**src/rtl/tanque_sim.sv**
```systemverilog
// tanque_sim: closed-loop tank plant model for the irrigation controller.
// It integrates inlet/outlet flows on a prescaled tick, saturates at empty
// and full, and drives thermometer-coded level sensors plus sticky flags.
module tanque_sim #(
    parameter int TICK_DIV   = 1000,
    parameter int CAP        = 200,
    parameter int INIT_LEVEL = 0,
    parameter int IN_RATE    = 10,
    parameter int VS_RATE    = 6,
    parameter int BS_RATE    = 2,
    parameter int L_TH       = 20,
    parameter int M_TH       = 100,
    parameter int H_TH       = 180
) (
    input  logic       clk,
    input  logic       rst,
    input  logic       ve,
    input  logic       vs,
    input  logic       bs,
    input  logic       load,
    input  logic [7:0] load_val,
    output logic       l,
    output logic       m,
    output logic       h,
    output logic [7:0] nivel,
    output logic       tick,
    output logic       ovf,
    output logic       dry
);

    localparam int PC_W = (TICK_DIV > 2) ? $clog2(TICK_DIV) : 1;
    localparam logic [PC_W-1:0] PC_LAST = PC_W'(TICK_DIV - 1);
    localparam logic [7:0] CAP8  = 8'(CAP);
    localparam logic [7:0] INIT8 = 8'(INIT_LEVEL);

    // Thresholds indexed low/middle/high so sensor bits come out as l/m/h.
    localparam logic [7:0] TH [3] = '{8'(L_TH), 8'(M_TH), 8'(H_TH)};

    logic [PC_W-1:0]   r_pc;
    logic [7:0]        r_nivel;
    logic [2:0]        r_sens;
    logic              r_tick;
    logic              r_ovf;
    logic              r_dry;

    logic              w_tick_now;
    logic [PC_W-1:0]   w_pc_next;
    logic signed [9:0] w_in;
    logic signed [9:0] w_out_vs;
    logic signed [9:0] w_out_bs;
    logic signed [9:0] w_sum;
    logic              w_over;
    logic              w_under;
    logic [7:0]        w_upd_level;
    logic [7:0]        w_load_level;
    logic [7:0]        w_next_level;
    logic [2:0]        w_next_sens;
    logic [2:0]        w_init_sens;

    // The update edge is the one that ends the cycle in which pc is at its last count.
    assign w_tick_now = (r_pc == PC_LAST);
    // A load restarts the prescaler so the next tick is a full period away.
    assign w_pc_next  = (load || w_tick_now) ? '0 : r_pc + 1'b1;

    // Net flow in 10-bit signed so neither overflow above 255 nor underflow wraps.
    assign w_in     = ve ? $signed(10'(IN_RATE)) : 10'sd0;
    assign w_out_vs = vs ? $signed(10'(VS_RATE)) : 10'sd0;
    assign w_out_bs = bs ? $signed(10'(BS_RATE)) : 10'sd0;
    assign w_sum    = $signed({2'b00, r_nivel}) + w_in - w_out_vs - w_out_bs;

    assign w_over  = (w_sum > $signed(10'(CAP)));
    assign w_under = (w_sum < 10'sd0);

    assign w_upd_level  = w_over ? CAP8 : (w_under ? 8'd0 : w_sum[7:0]);
    assign w_load_level = (load_val > CAP8) ? CAP8 : load_val;
    assign w_next_level = load ? w_load_level : w_upd_level;

    // Sensor bits are plain threshold compares; ordered thresholds make the code a thermometer.
    generate
        for (genvar gi = 0; gi < 3; gi++) begin : g_sens
            assign w_next_sens[gi] = (w_next_level >= TH[gi]);
            assign w_init_sens[gi] = (INIT8 >= TH[gi]);
        end
    endgenerate

    // Prescaler, level integration, sensors and sticky flags, all on one edge.
    always_ff @(posedge clk) begin
        if (rst) begin
            r_pc    <= '0;
            r_nivel <= INIT8;
            r_sens  <= w_init_sens;
            r_tick  <= 1'b0;
            r_ovf   <= 1'b0;
            r_dry   <= 1'b0;
        end else begin
            r_pc   <= w_pc_next;
            r_tick <= (w_pc_next == PC_LAST);
            if (load) begin
                r_nivel <= w_next_level;
                r_sens  <= w_next_sens;
                r_ovf   <= 1'b0;
                r_dry   <= 1'b0;
            end else if (w_tick_now) begin
                r_nivel <= w_next_level;
                r_sens  <= w_next_sens;
                if (ve && w_over) begin
                    r_ovf <= 1'b1;
                end
                if ((vs || bs) && w_under) begin
                    r_dry <= 1'b1;
                end
            end
        end
    end

    assign nivel = r_nivel;
    assign l     = r_sens[0];
    assign m     = r_sens[1];
    assign h     = r_sens[2];
    assign tick  = r_tick;
    assign ovf   = r_ovf;
    assign dry   = r_dry;

endmodule

```
**config.mk**
```make
export PLATFORM = sky130hd
export DESIGN_NAME = tanque_sim
export DESIGN_NICKNAME = d
export VERILOG_FILES = /design/src/rtl/tanque_sim.sv
export SDC_FILE = /design/constraint.sdc
export NUM_CORES = 1
export LEC_CHECK = 0
export ABC_AREA = 1
export CAP_MARGIN = 0
export CORE_ASPECT_RATIO = 1.25
export CORE_UTILIZATION = 54
export DETAILED_ROUTE_END_ITERATION = 12
export GPL_ROUTABILITY_DRIVEN = 0
export PLACE_DENSITY = 0.8
export SYNTH_ARGS = -nofsm -noshare
export SYNTH_HDL_FRONTEND = slang
export SYNTH_SLANG_ARGS = --single-unit
```
**constraint.sdc**
```tcl
create_clock -name clk -period 3.1 [get_ports clk]
set_input_delay 0.465 -clock clk [delete_from_list [all_inputs] [get_ports clk]]
set_output_delay 0.465 -clock clk [all_outputs]
set_load 0.05 [all_outputs]
```
After elaboration in Yosys (flattened, before gate mapping)
Index checks and enable logic that the tools add are counted.
- $add $sub $neg: 4
- equal/unequal tests: 2
- multiplexer cells: 12
- $lt $le $gt $ge: 6
- reduce and logical (&&, ||, !) cells: 8
- operator list (cell ; number):
    $mux W8 ; 6
    $eq A10 B10 Y1 const B ; 2
    $add A10 B1 Y10 const B ; 1
    $gt A10 B9 Y1 const B ; 1
    $lt A10 B1 Y1 const B ; 1
    $mux W10 ; 1
    $sub A10 B3 Y10 ; 1
    $sub A9 B3 Y10 ; 1
    $add A8 B4 Y9 ; 1
    $mux W3 ; 3
    $ge A8 B5 Y1 const B ; 1
    $ge A8 B7 Y1 const B ; 1
    $ge A8 B8 Y1 const B ; 1
    $gt A8 B8 Y1 const B ; 1
    $mux W4 ; 1
    $reduce_and A2 Y1 ; 2
    $logic_and A1 B1 Y1 ; 2
    $logic_or A1 B1 Y1 ; 2
    $mux W2 ; 1
    $reduce_bool A2 Y1 ; 1
    $reduce_or A2 Y1 ; 1
- bits of input ports: 14
- output and inout bits: 14
- logic and storage cells: 38
- register bits: 24

Depth between registers and ports, before layout
Gate-level depths: netlist (run 1).
- depth after elaboration: 11
- mapped depth: 22
- gate-level depth less buffers: 22

Worst setup path before layout (run 1)
No wires, ideal clock.
- path type: reg2reg
- from: reg r_nivel[2], in the netlist nivel[2]
- to: reg r_sens[0]
- arrival: 2.767 ns
- path slack: 0.216 ns
- buffers on the path: 0
- cell stages (with the launch flop): 22
- data required time: 2.983 ns
- period minus slack after synthesis: 2.884 ns
- library setup time: 0.117 ns
- path through: dfxtp_1 inv_1 ha_1 inv_1 fa_1 ha_1 nand2_1 nand2_2 inv_2 nand2_2 nand3_1 nand2_1 nand2_1 nand2_1 inv_4 nand2_1 nand3_1 nand2_1 nor2_1 nand2_1 nor2_1 a21oi_2
- cells in the longest elaborated chain, start to end: 10
- elaborated cells on any way between the ends: 11
- those cells by class: add/sub: 3; order compare: 3; mux: 5
- ends and longest elaborated chain (what ; RTL line ; text):
    from (decl) ; 40 ; logic [7:0] r_nivel;
    from (signal assigned) ; 99 ; r_nivel <= w_next_level;
    from (signal assigned) ; 104 ; r_nivel <= w_next_level;
    $add A8 B4 Y9 (*) ; 69 ; assign w_sum = $signed({2'b00, r_nivel}) + w_in - w_out_vs - w_out_bs;
    $sub A9 B3 Y10 (*) ; 69 ;
    $sub A10 B3 Y10 (*) ; 69 ;
    $lt A10 B1 Y1 ; 72 ; assign w_under = (w_sum < 10'sd0);
    $mux W8 ; 74 ; assign w_upd_level = w_over ? CAP8 : (w_under ? 8'd0 : w_sum[7:0]);
    $mux W8 (*) ; 74 ;
    $mux W8 (*) ; 76 ; assign w_next_level = load ? w_load_level : w_upd_level;
    $ge A8 B5 Y1 (*) ; 81 ; assign w_next_sens[gi] = (w_next_level >= TH[gi]);
    $mux W3 ; 103 ; end else if (w_tick_now) begin
    $mux W3 (*) ; 98 ; if (load) begin
    to (signal assigned) ; 91 ; r_sens <= w_init_sens;
    to (signal assigned) ; 100 ; r_sens <= w_next_sens;
    to (signal assigned) ; 105 ; r_sens <= w_next_sens;
    to (decl) ; 41 ; logic [2:0] r_sens;
Mark *: on every way between the ends. The rest lies on a longest branch, timed or not. The select of a mux whose other input is x is not followed.
A chain may end at the register's enable or synchronous reset.

Worst setup path in the final report (run 1)
- from: in bs
- to: reg r_sens[1]
- cells in the longest elaborated chain, start to end: 9
- elaborated cells on any way between the ends: 10
- those cells by class: add/sub: 1; order compare: 3; mux: 6
- ends and longest elaborated chain (what ; RTL line ; text):
    from (decl) ; 19 ; input logic bs,
    $mux W2 (*) ; 68 ; assign w_out_bs = bs ? $signed(10'(BS_RATE)) : 10'sd0;
    $sub A10 B3 Y10 (*) ; 69 ;
    $lt A10 B1 Y1 ; 72 ;
    $mux W8 ; 74 ;
    $mux W8 (*) ; 74 ;
    $mux W8 (*) ; 76 ;
    $ge A8 B7 Y1 (*) ; 81 ;
    $mux W3 ; 103 ;
    $mux W3 (*) ; 98 ;
Marked as above.

==> flow_summary_export.csv, run 1 <==
group,metric,value,unit
setup_path,crit_path_start_kind,"input port",
yosys,synthXorXnorAreaFrac,3.66,%
outcome,status,"completed",
sta,hold_viol,0,
setup_path,worstPathMaxFanout,7,
sta,worstMarginPinSlew,0.502,ns
yosys,synth_cell_types,36,
routing,drc,0,
clock_network,numCtsBuffers,3,
routing,drtIter0Drc,35,
routing,ant_nets,0,
yosys,synthSimpleGateAreaFrac,36.8,%
setup_path,r2r_start,"nivel[2]",
yosys,synth_top_area_cell,"dfxtp_1",
setup_path,arrival,3.11,ns
yosys,synth.cell_area,1880,sq um
cells_and_area,drive_gt1_share,16.5,%
setup_path,path_class,"in -> reg",
placed_design,place_ws,-0.270,ns
placed_design,place_inst,354,
yosys,synthTopCellsByCount,"nand2_1, inv_1, nor2_1",
clock_network,cts-root-buf,"clkbuf_8",
sta,post-route-period-util,93.6,%
yosys,synth-seq-cells,24,
yosys,synthesis.nets,315,
sta,whs,0.471,ns
floorplanning,core_area,3250,sq um
grt,grt_max_degree,15,
grt,antenna_found_initial,0,
clock_network,cts_tree,"yes",
sta,drv_slew,0,
yosys,ys_seq_area_share,25.6,%
routing,wl_per_cell,11.3,microns
job,cap_violations,0,
setup_path,slowest_delay,0.48,ns
grt,grt-ovfl-total,0,
setup_path,cp-end-kind,"flop",
sta,fin_skew,0.00594,ns
power_and_ir_drop,p_per_area,522,nW/um^2
setup_path,cp.required,3.31,ns
sta,max_freq,0.345,GHz
clock_network,cts_setup_buffers,0,
cells_and_area,stdcell_count,358,
placed_design,port_buffers,27,
setup_path,path_common_cell,"nand2_1",
worst_hold_path,whs_endpoint,"r_sens[2]",
setup_path,critPathSlowestCell,"clkdlybuf4s50_1",
power_and_ir_drop,ir_worst_vdd,0.400,mV
yosys,synthMuxAreaShare,0,%
yosys,yosys_warnings,0,
worst_hold_path,hold_start,"r_sens[2]",
yosys,synthCells,283,
clock_network,cts_buffer_depth,2,
clock_network,clkLatencyLatePin,0.27,ns
floorplanning,pin_count,28,
cells_and_area,nNetsFinal,354,
cells_and_area,antenna_cells,0,
routing,vias_per_cell,5.11,
setup_path,critPathBufInv,4,
clock_network,hold_buffers,0,
cells_and_area,area_growth,26.4,%
routing,firstDrtPassIters,4,
setup_path,crit_family,"simple AND/OR/NAND/NOR gates",
grt,gr-usage-all-layers,24.2,%
yosys,postSynthAreaPerCell,6.64,sq um
setup_path,rrSetupSlack,0.35,ns
floorplanning,die_w,54.7,microns
yosys,synth_top_family_by_area,"simple AND/OR/NAND/NOR gates",
floorplanning,rows,23,
yosys,synthArstFlopShare,0,%
sta,setup_viol,0,
yosys,synth_area_leaders,"dfxtp_1, nand2_1, ha_1",
yosys,synth_fa_ha_area_share,12.8,%
worst_hold_path,hp-class,"reg -> reg",
floorplanning,start_util,57.8,%
yosys,synth_edf_count,0,
yosys,yosysMostFrequentCell,"nand2_1",
placed_design,dp_hpwl,3.33,mm
yosys,synth_compound_area_share,8.46,%
floorplanning,die_h,67.9,microns
worst_hold_path,hold_depth,2,
routing,vias,1828,
clock_network,htree_levels,1,
clock_network,path_clk_slew,0.09,ns
power_and_ir_drop,power.leakage,0.00115,uW
yosys,netlist.area_leader.share,25.6,%
floorplanning,dieArea,3720,sq um
grt,grt_pass1_vias,1677,
setup_path,reg2reg_depth,21,
clock_network,cts.sinks,24,
setup_path,crit_path_start,"bs",
sta,relSlewSlack,66.4,%
setup_path,rr_endpoint,"r_sens[1]",
power_and_ir_drop,p_total,1240,uW
grt,grt_pass1_wl,6.65,mm
sta,period_needed,2.90,ns
setup_path,path_cells,"clkdlybuf4s50_1, inv_1, ha_4, ha_4, fa_2, inv_2, nand2_1, nand2_2, nand3_1, nand2_1, nand2_1, nand2_1, inv_4, nand2_1, nand2_1, nand2_2, nand2_1, nor2_1, nand2_1, a21oi_2",
sta,fin_ws,0.198,ns
routing,drt-total-wl,4.06,mm
yosys,ys.flop_type,"dfxtp_1",
## cells by family (layout without fill, tap and decap cells)
group                    count (synthesis)  in the layout
AND/OR/NAND/NOR                        148            148
buffers and inverters                   62            100
AO/OA/AOI/OAI                           24             24
flip-flops                              24             24
adder cells (fa/ha/maj)                 18             18
XOR/XNOR                                 7              7
## state kept, by name, summed over array words and instances, names as in the netlist
name / flops
r_sens: 3
dry: 1
tick: 1
nivel: 8
r_pc: 10
ovf: 1
## placed cells by master (no fill, tap or decap), drive strengths merged
master	netlist	layout
a21oi	10	10
ha	16	16
xor2	5	5
nand2	75	75
a31oi	2	2
nor3	4	4
clkdlybuf4s50	0	26
inv	58	58
clkinv	2	2
clkbuf	1	3
a22oi	1	1
dlymetal6s2s	0	1
buf	1	9
or2	1	1
nor4	2	2
nand4	2	2
o211ai	2	2
o21a	1	1
bufinv	0	1
nor2	34	34
xnor2	2	2
nor4b	1	1
or3	1	1
o31a	1	1
dfxtp	24	24
fa	2	2
nand3	28	28
o21ai	7	7
## worst max-delay path by stage
stage / slack [ns] / cells past startpoint / to
final: 0.20 / 20 / r_sens[1]
after global routing: -0.007 / 21 / r_sens[2]
after CTS: 0.03 / 20 / r_sens[1]
after detailed placement: -0.27 / 19 / r_sens[0]
after global placement: -0.22 / 19 / r_sens[0]
after floorplan: 0.22 / 21 / r_sens[0]
## timing repair
| action | in CTS | in global routing |
|---|---|---|
| pin swaps | 1 | 2 |
| endpoints found under the setup margin | 1 | 12 |
| resized for setup | 2 | 7 |
## layer usage
| layer | vias up | GRT usage, % | routed length (microns) |
|---|---|---|---|
| li1 | 964 | - | - |
| met3 | 7 | 1.33 | 50 |
| met5 | - | 0 | 0 |
| met4 | 0 | 7.69 | 69 |
| met1 | 831 | 28.0 | 1850 |
| met2 | 26 | 45.5 | 2090 |
## stage by stage
step / area [sq um] / setup TNS, ns / util, %
floorplan: 1880 / 0 / -
global placement: 2250 / -1.27 / 69.2
detailed placement: 2250 / -2.04 / 69.2
CTS: 2320 / 0 / 71.5
global route: 2370 / -0.00661 / 73.0
finish: 2370 / 0 / 73.0
## where the power goes
part	internal, uW	total, uW	switching (uW)
Combinational	251	630	379
Sequential	323	334	11.8
Clock	173	274	101
Total	746	1240	493
## final cells by class
cell class	count	area, sq um
Clock buffer	3	41.3
Timing Repair Buffer	36	340
Multi-Input combinational cell	197	1210
Inverter	60	228
Tap cell	37	46.3
Fill cell	271	877
Clock inverter	1	30.0
Sequential cell	24	480
## worst min-delay path, cell delays in order, from the launching register on
cell and delay, ns:
dfxtp_1 0.32, nand2_1 0.06, nand2_1 0.05
No activity file was read; power rests on OpenSTA's default activity.
==> run 2, diff against run 1 <==
==> constraint.sdc (replaced) <==
create_clock -name clk -period 2.8 [get_ports clk]
set_input_delay 0.42 -clock clk [delete_from_list [all_inputs] [get_ports clk]]
set_output_delay 0.42 -clock clk [all_outputs]
set_load 0.05 [all_outputs]
==> run 2 against run 1 <==
Effect of this change:
- sequential share of layout area fell by 0.77 points
- design area rose by 4.2%
- total power rose by 12%
- sequential power rose by 11%
==> flow_summary_export.csv, run 2 (synthesis results as in run 1) <==
group,metric,value,unit
cells_and_area,post-route-cell-area,2470,sq um
setup_path,rrSetupSlack,0.12,ns
floorplanning,core_area,3250,sq um
clock_network,cts_tree,"yes",
sta,relSlewSlack,66.8,%
sta,max_freq,0.373,GHz
floorplanning,pin_count,28,
clock_network,path_clk_slew,0.08,ns
setup_path,path_cells,"inv_2, ha_4, inv_2, fa_1, ha_4, nand2_2, nor2_2, nand3_4, nand2_1, nand2_1, nand2_2, nor2_4, nand2_4, nand3_4, a21oi_4, nand2_2, nand2_1, nand2_1, nand2_1, nand2_1",
setup_path,critPathSlowestCell,"fa_1",
clock_network,htree_levels,1,
clock_network,cts-root-buf,"clkbuf_8",
setup_path,crit_path_start,"nivel[2]",
cells_and_area,multi_input_area,1300,sq um
floorplanning,die_w,54.7,microns
setup_path,slowest_delay,0.48,ns
clock_network,hold_buffers,0,
clock_network,cts_buffer_depth,2,
power_and_ir_drop,power.leakage,0.00118,uW
job,cap_violations,0,
sta,setup_viol,0,
routing,wl_per_cell,12.4,microns
cells_and_area,nNetsFinal,357,
sta,drv_slew,0,
setup_path,critPathBufInv,2,
setup_path,cp.depth,20,
grt,grt_pass1_wl,7.04,mm
cells_and_area,largest_reg_flops,10,
sta,worstMarginPinSlew,0.496,ns
cells_and_area,n_fill_cell,257,
floorplanning,die_h,67.9,microns
setup_path,path_common_cell,"nand2_1",
power_and_ir_drop,ir_worst_vdd,0.479,mV
setup_path,reg2reg_depth,20,
power_and_ir_drop,p_per_area,560,nW/um^2
sta,hold_viol,0,
setup_path,cp-end-kind,"flop",
grt,grt-ovfl-total,0,
clock_network,numCtsBuffers,3,
setup_path,rr_endpoint,"r_sens[2]",
routing,vias_per_cell,5.25,
cells_and_area,largest_register,"r_pc",
sta,rsz0062_at_grt,"yes",
sta,post-route-period-util,95.8,%
cells_and_area,regArea,482,sq um
placed_design,dp_hpwl,3.44,mm
clock_network,cts.sinks,24,
routing,drtIter0Drc,41,
placed_design,dpl-instance-area,2250,sq um
routing,drc,0,
setup_path,endpoint,"r_sens[2]",
routing,drt-total-wl,4.48,mm
grt,grt_max_degree,15,
sta,whs,0.458,ns
clock_network,clkLatencyLatePin,0.26,ns
setup_path,r2r_start,"nivel[2]",
setup_path,crit_family,"simple AND/OR/NAND/NOR gates",
power_and_ir_drop,p_total,1390,uW
cells_and_area,area_growth,31.8,%
floorplanning,dieArea,3720,sq um
routing,firstDrtPassIters,5,
floorplanning,start_util,57.8,%
worst_hold_path,hp-class,"reg -> reg",
setup_path,path_class,"reg -> reg",
setup_path,worstPathMaxFanout,5,
outcome,status,"completed",
grt,gr-usage-all-layers,25.8,%
grt,grt_pass1_vias,1814,
floorplanning,rows,23,
setup_path,arrival,2.85,ns
placed_design,port_buffers,27,
cells_and_area,mostFrequentLayoutCells,"nand2_1, inv_1, nor2_1",
routing,vias,1895,
sta,fin_skew,0.00199,ns
cells_and_area,drive_gt1_share,24.1,%
grt,antenna_found_initial,0,
sta,period_needed,2.68,ns
cells_and_area,antenna_cells,0,
setup_path,cp.required,2.97,ns
cells_and_area,final_common_cell,"nand2_1",
setup_path,crit_path_start_kind,"flop",
routing,ant_nets,0,
-- run 2: worst min-delay path by stage --
stage	start	endpoint	depth (start not counted)
after global routing	r_sens[2]	r_sens[2]	2
after floorplan	r_pc[0]	r_pc[0]	1
after CTS	r_sens[2]	r_sens[2]	2
final	ovf	ovf	2
after detailed placement	r_sens[2]	r_sens[2]	2
after global placement	ovf	ovf	2
-- run 2: final cells by class --
| class | instances | share of cell area (%) |
|---|---|---|
| multi-input cells | 197 | 52.7 |
| flip-flops and latches | 24 | 19.5 |
| repair buffers | 39 | 14.6 |
| inverters | 60 | 9.20 |
| clock buffers | 4 | 2.22 |
| well taps | 37 | 1.87 |
-- run 2: tightest hold or removal path: cells and delay by family (launching register included) --
family	cells	cell delay (ns)
AOI/OAI and AO/OA	1	0.05
buffers and inverters	1	0.05
DFF	1	0.32
-- run 2: routing by layer --
metal	global-route usage, %	vias up	part of all wire (%)
li1	-	966	-
met1	26.8	886	39
met2	51.5	34	57
met3	1.56	9	2.2
met4	8.65	0	1.8
met5	0	-	0
-- run 2: per-stage QoR --
stage	setup WS, ns	TNS (ns)	util [%]	instances
after CTS	0.00504	0	73.3	358
after floorplan	0.0889	0	-	283
after detailed placement	-0.537	-5.08	69.3	354
after global routing	-0.0334	-0.0456	76.1	361
final	0.118	0	76.1	361
after global placement	-0.448	-4.18	69.3	354
-- run 2: what timing repair did --
item                                    4_1_cts  5_1_grt
resized for setup                            14       21
buffers inserted                              0        3
endpoints found under the setup margin       11       11
gates cloned                                  0        0
pin swaps                                     9       13
hold endpoints to repair                      0        0
-- run 2: where the power goes --
part           switching (uW)  internal (uW)  leakage, uW
Combinational             466            318     0.000954
Sequential               12.7            357     0.000196
Clock                     107            125    0.0000288
Total                     586            801      0.00118
